File: config.mk
export PLATFORM = sky130hd
export DESIGN_NAME = ucsbece154a_muldiv_flat
export DESIGN_NICKNAME = d
export VERILOG_FILES = /design/src/rtl/ucsbece154a_muldiv_pkg.sv /design/src/rtl/ucsbece154a_muldiv_if.sv /design/src/rtl/ucsbece154a_muldiv.sv /design/src/flat_wrapper.sv
export SDC_FILE = /design/constraint.sdc
export NUM_CORES = 1
export LEC_CHECK = 0
export CAP_MARGIN = 20
export CORE_MARGIN = 3
export CORE_UTILIZATION = 55
export CTS_CLUSTER_SIZE = 12
export DETAILED_ROUTE_END_ITERATION = 6
export PLACE_DENSITY = 0.79
export SLEW_MARGIN = 15
export SYNTH_ARGS = -nofsm -noshare
export SYNTH_HDL_FRONTEND = slang
export SYNTH_SLANG_ARGS = --single-unit
File: constraint.sdc
create_clock -name clk -period 6.19 [get_ports clk]
set_input_delay 1.238 -clock clk [delete_from_list [all_inputs] [get_ports clk]]
set_output_delay 1.238 -clock clk [all_outputs]
set_load 0.005 [all_outputs]
File: src/rtl/ucsbece154a_muldiv_pkg.sv
// Shared RV32M multiply/divide definitions: funct3 encodings and the
// iterative unit's state encoding.
package ucsbece154a_defines;

   localparam logic [2:0] MULDIV_MUL    = 3'b000;
   localparam logic [2:0] MULDIV_MULH   = 3'b001;
   localparam logic [2:0] MULDIV_MULHSU = 3'b010;
   localparam logic [2:0] MULDIV_MULHU  = 3'b011;
   localparam logic [2:0] MULDIV_DIV    = 3'b100;
   localparam logic [2:0] MULDIV_DIVU   = 3'b101;
   localparam logic [2:0] MULDIV_REM    = 3'b110;
   localparam logic [2:0] MULDIV_REMU   = 3'b111;

   typedef enum logic [1:0] {
      MD_IDLE = 2'd0,
      MD_RUN  = 2'd1,
      MD_DONE = 2'd2
   } md_state_e;

   // funct3[2] separates the divide family from the multiply family
   function automatic logic md_is_div(input logic [2:0] f);
      return f[2];
   endfunction

endpackage

File: src/rtl/ucsbece154a_muldiv_if.sv
// Request/response bundle between the decode/RF stage and the muldiv unit.
// The unit side is the slave; the issuing pipeline is the master.
interface ucsbece154a_muldiv_if;
   logic        start_i;
   logic [2:0]  funct3_i;
   logic [31:0] a_i;
   logic [31:0] b_i;
   logic [4:0]  rd_i;
   logic        kill_i;
   logic        busy_o;
   logic        done_o;
   logic [31:0] result_o;
   logic [4:0]  rd_o;

   modport slave (
      input  start_i, funct3_i, a_i, b_i, rd_i, kill_i,
      output busy_o, done_o, result_o, rd_o
   );

   modport master (
      output start_i, funct3_i, a_i, b_i, rd_i, kill_i,
      input  busy_o, done_o, result_o, rd_o
   );
endinterface

File: src/rtl/ucsbece154a_muldiv.sv
// Iterative RV32M mul/div: 32 radix-2 steps on operand magnitudes, sign fix-up on exit.
// Accept at E0 -> busy cycles 1..32, one-cycle done in 33; pipeline stalls on busy_o.
module ucsbece154a_muldiv
   import ucsbece154a_defines::*;
#(
   parameter int XLEN = 32
) (
   input  logic               clk,
   input  logic               reset,
   ucsbece154a_muldiv_if.slave md
);

   md_state_e        state_q;
   logic [4:0]       cnt_q;
   logic [2:0]       f_q;
   logic [4:0]       rd_q;
   logic             neg_q;
   logic             a_neg_q;
   logic             bz_q;
   logic [XLEN-1:0]  hi_q, lo_q, b_q;
   logic [XLEN-1:0]  result_q;
   logic [4:0]       rd_out_q;
   logic             busy_q, done_q;

   logic             accept;
   logic             a_sgn, b_sgn, a_neg, b_neg;
   logic [XLEN-1:0]  a_mag, b_mag;

   assign accept = md.start_i && (state_q != MD_RUN);

   always_comb begin
      a_sgn = (md.funct3_i != MULDIV_MULHU) && (md.funct3_i != MULDIV_DIVU) &&
              (md.funct3_i != MULDIV_REMU);
      b_sgn = a_sgn && (md.funct3_i != MULDIV_MULHSU);
      a_neg = a_sgn && md.a_i[XLEN-1];
      b_neg = b_sgn && md.b_i[XLEN-1];
      // 0x80000000 negates to itself, which is exactly 2^31 read as unsigned
      a_mag = a_neg ? -md.a_i : md.a_i;
      b_mag = b_neg ? -md.b_i : md.b_i;
   end

   // One iteration: multiply shifts {hi,lo} right, divide shifts it left
   logic [XLEN:0]    mul_sum;
   logic [XLEN:0]    div_sh;
   logic             div_ok;
   logic [XLEN-1:0]  div_sub;
   logic [XLEN-1:0]  step_hi, step_lo;

   always_comb begin
      mul_sum = {1'b0, hi_q} + (lo_q[0] ? {1'b0, b_q} : '0);
      div_sh  = {hi_q, lo_q[XLEN-1]};
      div_ok  = div_sh >= {1'b0, b_q};
      div_sub = div_sh[XLEN-1:0] - b_q;
      if (md_is_div(f_q)) begin
         step_hi = div_ok ? div_sub : div_sh[XLEN-1:0];
         step_lo = {lo_q[XLEN-2:0], div_ok};
      end else begin
         step_hi = mul_sum[XLEN:1];
         step_lo = {mul_sum[0], lo_q[XLEN-1:1]};
      end
   end

   logic [2*XLEN-1:0] prod_s;
   logic [XLEN-1:0]   quo_s, rem_s, result_d;

   always_comb begin
      prod_s   = neg_q ? -{step_hi, step_lo} : {step_hi, step_lo};
      quo_s    = neg_q ? -step_lo : step_lo;
      rem_s    = a_neg_q ? -step_hi : step_hi;
      result_d = '0;
      unique case (f_q)
         MULDIV_MUL:                             result_d = prod_s[XLEN-1:0];
         MULDIV_MULH, MULDIV_MULHSU, MULDIV_MULHU: result_d = prod_s[2*XLEN-1:XLEN];
         // signed divide by zero would otherwise pick up the dividend's sign
         MULDIV_DIV, MULDIV_DIVU:                result_d = bz_q ? '1 : quo_s;
         MULDIV_REM, MULDIV_REMU:                result_d = rem_s;
         default:                                result_d = '0;
      endcase
   end

   always_ff @(posedge clk or posedge reset) begin
      if (reset) begin
         state_q  <= MD_IDLE;
         cnt_q    <= '0;
         f_q      <= '0;
         rd_q     <= '0;
         neg_q    <= 1'b0;
         a_neg_q  <= 1'b0;
         bz_q     <= 1'b0;
         hi_q     <= '0;
         lo_q     <= '0;
         b_q      <= '0;
         result_q <= '0;
         rd_out_q <= '0;
         busy_q   <= 1'b0;
         done_q   <= 1'b0;
      end else begin
         unique case (state_q)
            MD_IDLE, MD_DONE: begin
               done_q <= 1'b0;
               if (accept) begin
                  state_q <= MD_RUN;
                  busy_q  <= 1'b1;
                  cnt_q   <= 5'd31;
                  f_q     <= md.funct3_i;
                  rd_q    <= md.rd_i;
                  neg_q   <= a_neg ^ b_neg;
                  a_neg_q <= a_neg;
                  bz_q    <= (md.b_i == '0);
                  hi_q    <= '0;
                  lo_q    <= a_mag;
                  b_q     <= b_mag;
               end else begin
                  state_q <= MD_IDLE;
                  busy_q  <= 1'b0;
               end
            end
            MD_RUN: begin
               if (md.kill_i) begin
                  state_q <= MD_IDLE;
                  busy_q  <= 1'b0;
               end else begin
                  hi_q  <= step_hi;
                  lo_q  <= step_lo;
                  cnt_q <= cnt_q - 5'd1;
                  if (cnt_q == 5'd0) begin
                     state_q  <= MD_DONE;
                     busy_q   <= 1'b0;
                     done_q   <= 1'b1;
                     result_q <= result_d;
                     rd_out_q <= rd_q;
                  end
               end
            end
            default: begin
               state_q <= MD_IDLE;
               busy_q  <= 1'b0;
               done_q  <= 1'b0;
            end
         endcase
      end
   end

   assign md.busy_o   = busy_q;
   assign md.done_o   = done_q;
   assign md.result_o = result_q;
   assign md.rd_o     = rd_out_q;

endmodule
File: src/flat_wrapper.sv
// flat-port wrapper written by rule: the top's interface ports become plain ports
module ucsbece154a_muldiv_flat import ucsbece154a_defines::*;
#(
   parameter int XLEN = 32
)
  (clk, reset, md_start_i, md_funct3_i, md_a_i, md_b_i, md_rd_i, md_kill_i, md_busy_o, md_done_o, md_result_o, md_rd_o);
  ucsbece154a_muldiv_if md_i ();
  input  logic clk;
  input  logic reset;
  input wire logic [$bits(md_i.start_i)-1:0] md_start_i;
  input wire logic [$bits(md_i.funct3_i)-1:0] md_funct3_i;
  input wire logic [$bits(md_i.a_i)-1:0] md_a_i;
  input wire logic [$bits(md_i.b_i)-1:0] md_b_i;
  input wire logic [$bits(md_i.rd_i)-1:0] md_rd_i;
  input wire logic [$bits(md_i.kill_i)-1:0] md_kill_i;
  output wire logic [$bits(md_i.busy_o)-1:0] md_busy_o;
  output wire logic [$bits(md_i.done_o)-1:0] md_done_o;
  output wire logic [$bits(md_i.result_o)-1:0] md_result_o;
  output wire logic [$bits(md_i.rd_o)-1:0] md_rd_o;
  assign md_i.start_i = md_start_i;
  assign md_i.funct3_i = md_funct3_i;
  assign md_i.a_i = md_a_i;
  assign md_i.b_i = md_b_i;
  assign md_i.rd_i = md_rd_i;
  assign md_i.kill_i = md_kill_i;
  assign md_busy_o = md_i.busy_o;
  assign md_done_o = md_i.done_o;
  assign md_result_o = md_i.result_o;
  assign md_rd_o = md_i.rd_o;
  ucsbece154a_muldiv #(.XLEN(XLEN)) u_core (.clk(clk), .reset(reset), .md(md_i));
endmodule
## Word level (Yosys, flattened, before mapping)

Cells that the tools add are included.

- Reductions and logical operators: 19
- Equal/unequal tests: 18
- Multiplexer cells: 31
- Add/subtract/negate cells: 8
- Bitwise logic cells: 2
- $lt $le $gt $ge: 1

Operators by type and width:

| operator | number |
|---|---|
| two-way mux 32 bit | 13 |
| negator 32 bit | 4 |
| case mux 32 bit (2 select lines) | 2 |
| case mux 32 bit (4 select lines) | 1 |
| two-way mux 64 bit | 1 |
| negator 64 bit | 1 |
| adder 32 x 33 -> 33 bit | 1 |
| >= comparator 33 x 32 -> 1 bit | 1 |
| logical NOT 32 bit | 1 |
| subtractor 32 bit | 1 |
| equality test 3 bit, second input constant | 4 |
| two-way mux 5 bit | 2 |
| case mux 5 bit (2 select lines) | 1 |
| != test 3 x 2 -> 1 bit, second input constant | 3 |
| two-way mux 1 bit | 7 |
| equality test 3 x 2 -> 1 bit, second input constant | 2 |
| logical AND 1 bit | 6 |
| != test 2 x 1 -> 1 bit, second input constant | 3 |
| != test 3 bit, second input constant | 2 |
| AND reduction 3 bit | 2 |
| OR reduction 2 bit | 3 |
| logical NOT 5 bit | 1 |
| subtractor 5 x 1 -> 5 bit, second input constant | 1 |
| two-way mux 2 bit | 2 |
| other kinds (13) | 14 |

- Output and inout port bits: 39
- Input bits: 76
- Register bits: 153
- Logic and storage cells: 93

## Longest topological paths before layout

Gate-level depths: netlist (run 1).

- Depth in word-level cells: 7
- Depth in mapped cells: 21
- Gate-level depth less buffers: 17

## Worst setup path before layout (run 1)

No wires, ideal clock.

- Path type: register to register
- Start point: reg u_core.hi_q[12]
- End point: reg u_core.result_q[22], in the netlist u_core.md.result_o[22]
- Arrival: 5.086 ns
- Clock period less this slack: 5.216 ns
- Stages on the path, launching flop included: 20
- Setup time: 0.130 ns
- Data required time: 6.060 ns
- Setup slack: 0.974 ns
- Buffers on the path: 3
- Cells stage by stage: dfrtp_1 -> ha_1 -> buf_2 -> nand4_2 -> or4_1 -> or4_4 -> nand3_4 -> clkbuf_1 -> nor4_1 -> or3_1 -> inv_1 -> ha_1 -> o31ai_1 -> nor4_1 -> and2_0 -> clkbuf_1 -> a21oi_1 -> mux2_2 -> a211oi_1 -> a31oi_1

- Cells in the longest elaborated chain, start to end: 6
- Elaborated cells on any way between the ends: 14
- Those cells by class: 5 x add/sub; 1 x order compare; 8 x mux

Ends and longest elaborated chain:

| element | RTL line | source |
|---|---|---|
| from (decl) | ucsbece154a_muldiv.sv:20 | `logic [XLEN-1:0] hi_q, lo_q, b_q;` |
| from (signal assigned) | ucsbece154a_muldiv.sv:123 | `hi_q <= step_hi;` |
| subtractor 32 bit / >= comparator 33 x 32 -> 1 bit (equally long branches) | ucsbece154a_muldiv.sv:53, ucsbece154a_muldiv.sv:52 |  |
| two-way mux 32 bit (on tied branches) | ucsbece154a_muldiv.sv:55, ucsbece154a_muldiv.sv:54 |  |
| two-way mux 32 bit / negator 32 bit (equally long branches) | ucsbece154a_muldiv.sv:54, ucsbece154a_muldiv.sv:68 |  |
| negator 64 bit, or another cell as far along | ucsbece154a_muldiv.sv:67 | `prod_s = neg_q ? -{step_hi, step_lo} : {step_hi, step_lo};` |
| two-way mux 64 bit, or another cell as far along | ucsbece154a_muldiv.sv:67 |  |
| case mux 32 bit (4 select lines) (*) | ucsbece154a_muldiv.sv:71 | `unique case (f_q)` |
| to (signal assigned) | ucsbece154a_muldiv.sv:130 | `result_q <= result_d;` |
| to (decl) | ucsbece154a_muldiv.sv:21 | `logic [XLEN-1:0] result_q;` |

Every way passes the cells marked *; elsewhere a longest branch is shown, timed or not.
A chain may end at the register's enable or synchronous reset.

## Worst setup path after layout (run 1)

- Start point: reg u_core.hi_q[11]
- End point: reg u_core.result_q[15], in the netlist u_core.md.result_o[15]

Same word-level chain as after synthesis.

==> results.json, run 1 <==
{
  "fin_util_pct": 64.39,
  "synth_warnings": 0,
  "cts_sinks": 153,
  "slew_violations": 0,
  "fmax_mhz": 180.0,
  "clockBufferDepth": 2,
  "leakage_nw": 7.549,
  "clk_pin_slew_ns": 0.09,
  "antenna_found_initial": 1,
  "cp_max_fo": 8,
  "power.density_nw_per_um2": 539.2,
  "holdCritPathClass": "reg2reg",
  "critical_path_required_ns": 6.53,
  "clock_latency_ns": 0.45,
  "fin_crit_ns": 5.555,
  "ctsHoldBuffers": 0,
  "gp_congestion": 1.040,
  "synth_edf_count": 0,
  "worstMarginPinSlew_ns": 1.028,
  "grt_max_degree": 97,
  "root_buffer": "clkbuf_16",
  "ys.flop_type": "dfrtp_1",
  "areaGrowthSynthToFinish_pct": 14.32,
  "ant_nets": 0,
  "syn_area_um2": 15820,
  "max_cap_violations": 0,
  "async_flop_share_pct": 100.0,
  "status": "finished, final reports clean",
  "seq_area_um2": 3832,
  "dr.pass1.iters": 7,
  "wl_per_cell_um": 24.42,
  "drive_gt1_share_pct": 6.682,
  "core_area_um2": 28090,
  "cts_tree": "done",
  "period_share_pct": 89.74,
  "postCtsResizedCells": 0,
  "pin_count": 115,
  "end_kind": "flop",
  "grt-ovfl-total": 0,
  "cts_buffers": 17,
  "path_class": "reg2reg",
  "port_buffers": 114,
  "nFillCells": 2527,
  "arrival_ns": 5.89,
  "drtIter0Drc": 2526,
  "skew_ns": 0.02161,
  "wl_um": 62980,
  "routed_via_density": 6.836,
  "die_w_um": 175.6,
  "die_y_um": 175.6,
  "startpoint_type": "flop",
  "grt_pass1_wl_um": 96020,
  "ys_seq_area_share_pct": 24.20,
  "irDropWorstVdd_uv": 228.3,
  "dp.final_hpwl_um": 48720,
  "cts_max_level": 4,
  "cts_setup_buffers": 0,
  "finalSetupTns_ns": 0,
  "hold_viol": 0,
  "synth.avg_cell_area_um2": 7.476,
  "drc": 0,
  "die_area_um2": 30840,
  "multi_input_area_um2": 11250,
  "initial_core_util_pct": 56.33,
  "synth_cell_types": 86,
  "setup_viol": 0,
  "grt.total_usage_pct": 39.84,
  "rsz0062_at_grt": "no",
  "first_global_vias": 16580,
  "synth-seq-cells": 153,
  "synth_cells": 2116,
  "nets": 2334,
  "slew_headroom_pct": 31.01,
  "syn_nets": 2263,
  "rows": 61,
  "vias": 17630
}
==> Yosys cell counts, types with 14 or more instances <==
cell	n	area, um2
nand4_1	29	181.4
a22o_1	19	166.4
or3_1	24	150.1
inv_1	71	266.5
a31oi_1	26	162.7
a211oi_1	19	142.6
nor2_1	146	548.0
nor4_1	28	175.2
o211ai_1	33	247.7
o41ai_1	18	157.7
clkbuf_1	102	382.9
ha_1	69	863.3
xnor2_1	95	832.1
mux2i_1	51	510.5
nand3_1	45	225.2
o31ai_1	33	247.7
dfrtp_1	153	3829
o21a_1	18	135.1
nand2_1	297	1115
nor3_1	64	320.3
and2_1	43	269.0
buf_1	14	52.55
o21ai_0	196	980.9
a21o_1	28	210.2
nand2b_1	18	112.6
and3_1	15	93.84
xor2_1	67	586.8
a21oi_1	149	745.7
==> cells by family (layout without fill, tap and decap cells) <==
family / Yosys count / in the layout / synth area share [%]
compound gates: 682 / 682 / 27.97
xor+xnor: 162 / 162 / 8.969
fa+ha+maj: 71 / 71 / 5.710
buf+inv: 197 / 281 / 4.817
flops: 153 / 153 / 24.20
mux: 62 / 62 / 4.010
other cells: 0 / 1 / 0
simple gates: 789 / 789 / 24.32
==> layer usage <==
layer | global-route usage, % | vias up | wire, um
met5 | 0 | - | 0
met4 | 19.93 | 0 | 3744
met3 | 8.106 | 239 | 6687
met2 | 59.94 | 1161 | 26650
met1 | 54.47 | 8310 | 25900
li1 | - | 7919 | -
==> metrics by stage <==
step / setup WS (ns) / power, mW / instances / cell area [um2] / hold slack [ns]
2_1_floorplan: 0.8306 / 5.926 / 2116 / 15820 / 0.4386
3_3_place_gp: 0.8125 / 8.190 / 2546 / 17460 / 0.4514
3_5_place_dp: 0.7492 / 8.257 / 2546 / 17460 / 0.4645
4_1_cts: 0.7176 / 9.443 / 2578 / 18080 / 0.4812
5_1_grt: 0.4261 / 10.21 / 2578 / 18080 / 0.5001
6_report: 0.6349 / 9.751 / 2579 / 18090 / 0.4756
==> final cells by class <==
class / instances / share of cell area (%)
Multi-Input combinational cell: 1766 / 62.23
Sequential cell: 153 / 21.19
Timing Repair Buffer: 176 / 8.952
Tap cell: 378 / 2.615
Clock buffer: 17 / 2.352
Inverter: 73 / 1.543
Clock inverter: 15 / 1.107
Antenna cell: 1 / 0.01384
==> critical path, cell delays in order (launching register included) <==
cell      delay (ns)
dfrtp_1         0.47
ha_1            0.50
nand4_2         0.21
or4_1           0.57
or4_4           0.59
and3_1          0.23
buf_4           0.19
a311oi_1        0.39
nor3_1          0.13
nor4_1          0.67
and3_1          0.54
a31oi_1         0.19
xor2_1          0.33
a21oi_1         0.11
o311ai_0        0.32
==> worst paths after layout <==
path	startpoint	to	slack, ns	cells past startpoint
hold reg to reg	u_core.rd_q[0]$_DFFE_PP0P_	u_core.md.rd_o[0]$_DFFE_PP0P_	0.48	2
max in group asynchronous	reset	u_core.hi_q[27]$_DFFE_PP0P_	3.75	3
hold / removal	u_core.rd_q[0]$_DFFE_PP0P_	u_core.md.rd_o[0]$_DFFE_PP0P_	0.48	2
min in group asynchronous	reset	u_core.b_q[5]$_DFFE_PP0P_	1.28	2
setup / recovery	u_core.hi_q[11]$_DFFE_PP0P_	u_core.md.result_o[15]$_DFFE_PP0P_	0.63	14
setup reg to reg	u_core.hi_q[11]$_DFFE_PP0P_	u_core.md.result_o[15]$_DFFE_PP0P_	0.63	14
==> power breakdown <==
part           switching [mW]  internal, mW
Combinational            4.56          2.43
Clock                   0.576         0.589
Sequential              0.359          1.24
Total                    5.49          4.26
==> cells in the final DEF, fill, tap and decap left out, types with 51 or more instances in the layout <==
| cell | count |
|---|---|
| clkdlybuf4s50_1 | 114 |
| inv_1 | 70 |
| xor2_1 | 67 |
| xnor2_1 | 95 |
| buf_4 | 61 |
| nor3_1 | 63 |
| ha_1 | 69 |
| nand2_1 | 297 |
| o21ai_0 | 196 |
| mux2i_1 | 51 |
| nor2_1 | 144 |
| a21oi_1 | 149 |
| dfrtp_1 | 152 |
==> flip-flops by register name, summed over array words and instances, names as in the netlist, 2 cells and up <==
signal and flops:
u_core.lo_q 32, u_core.b_q 32, u_core.rd_q 5, u_core.f_q 3
u_core.state_q 2, u_core.md.rd_o 5, u_core.cnt_q 5, u_core.md.result_o 32
u_core.hi_q 32
Power figures use the tool's default switching activity.
==> run 2, diff against run 1 <==
Settings changed: SKIP_LAST_GASP set to 1.
==> results of run 2 <==
The final DEF is identical to that of run 1; final timing and power are the same.
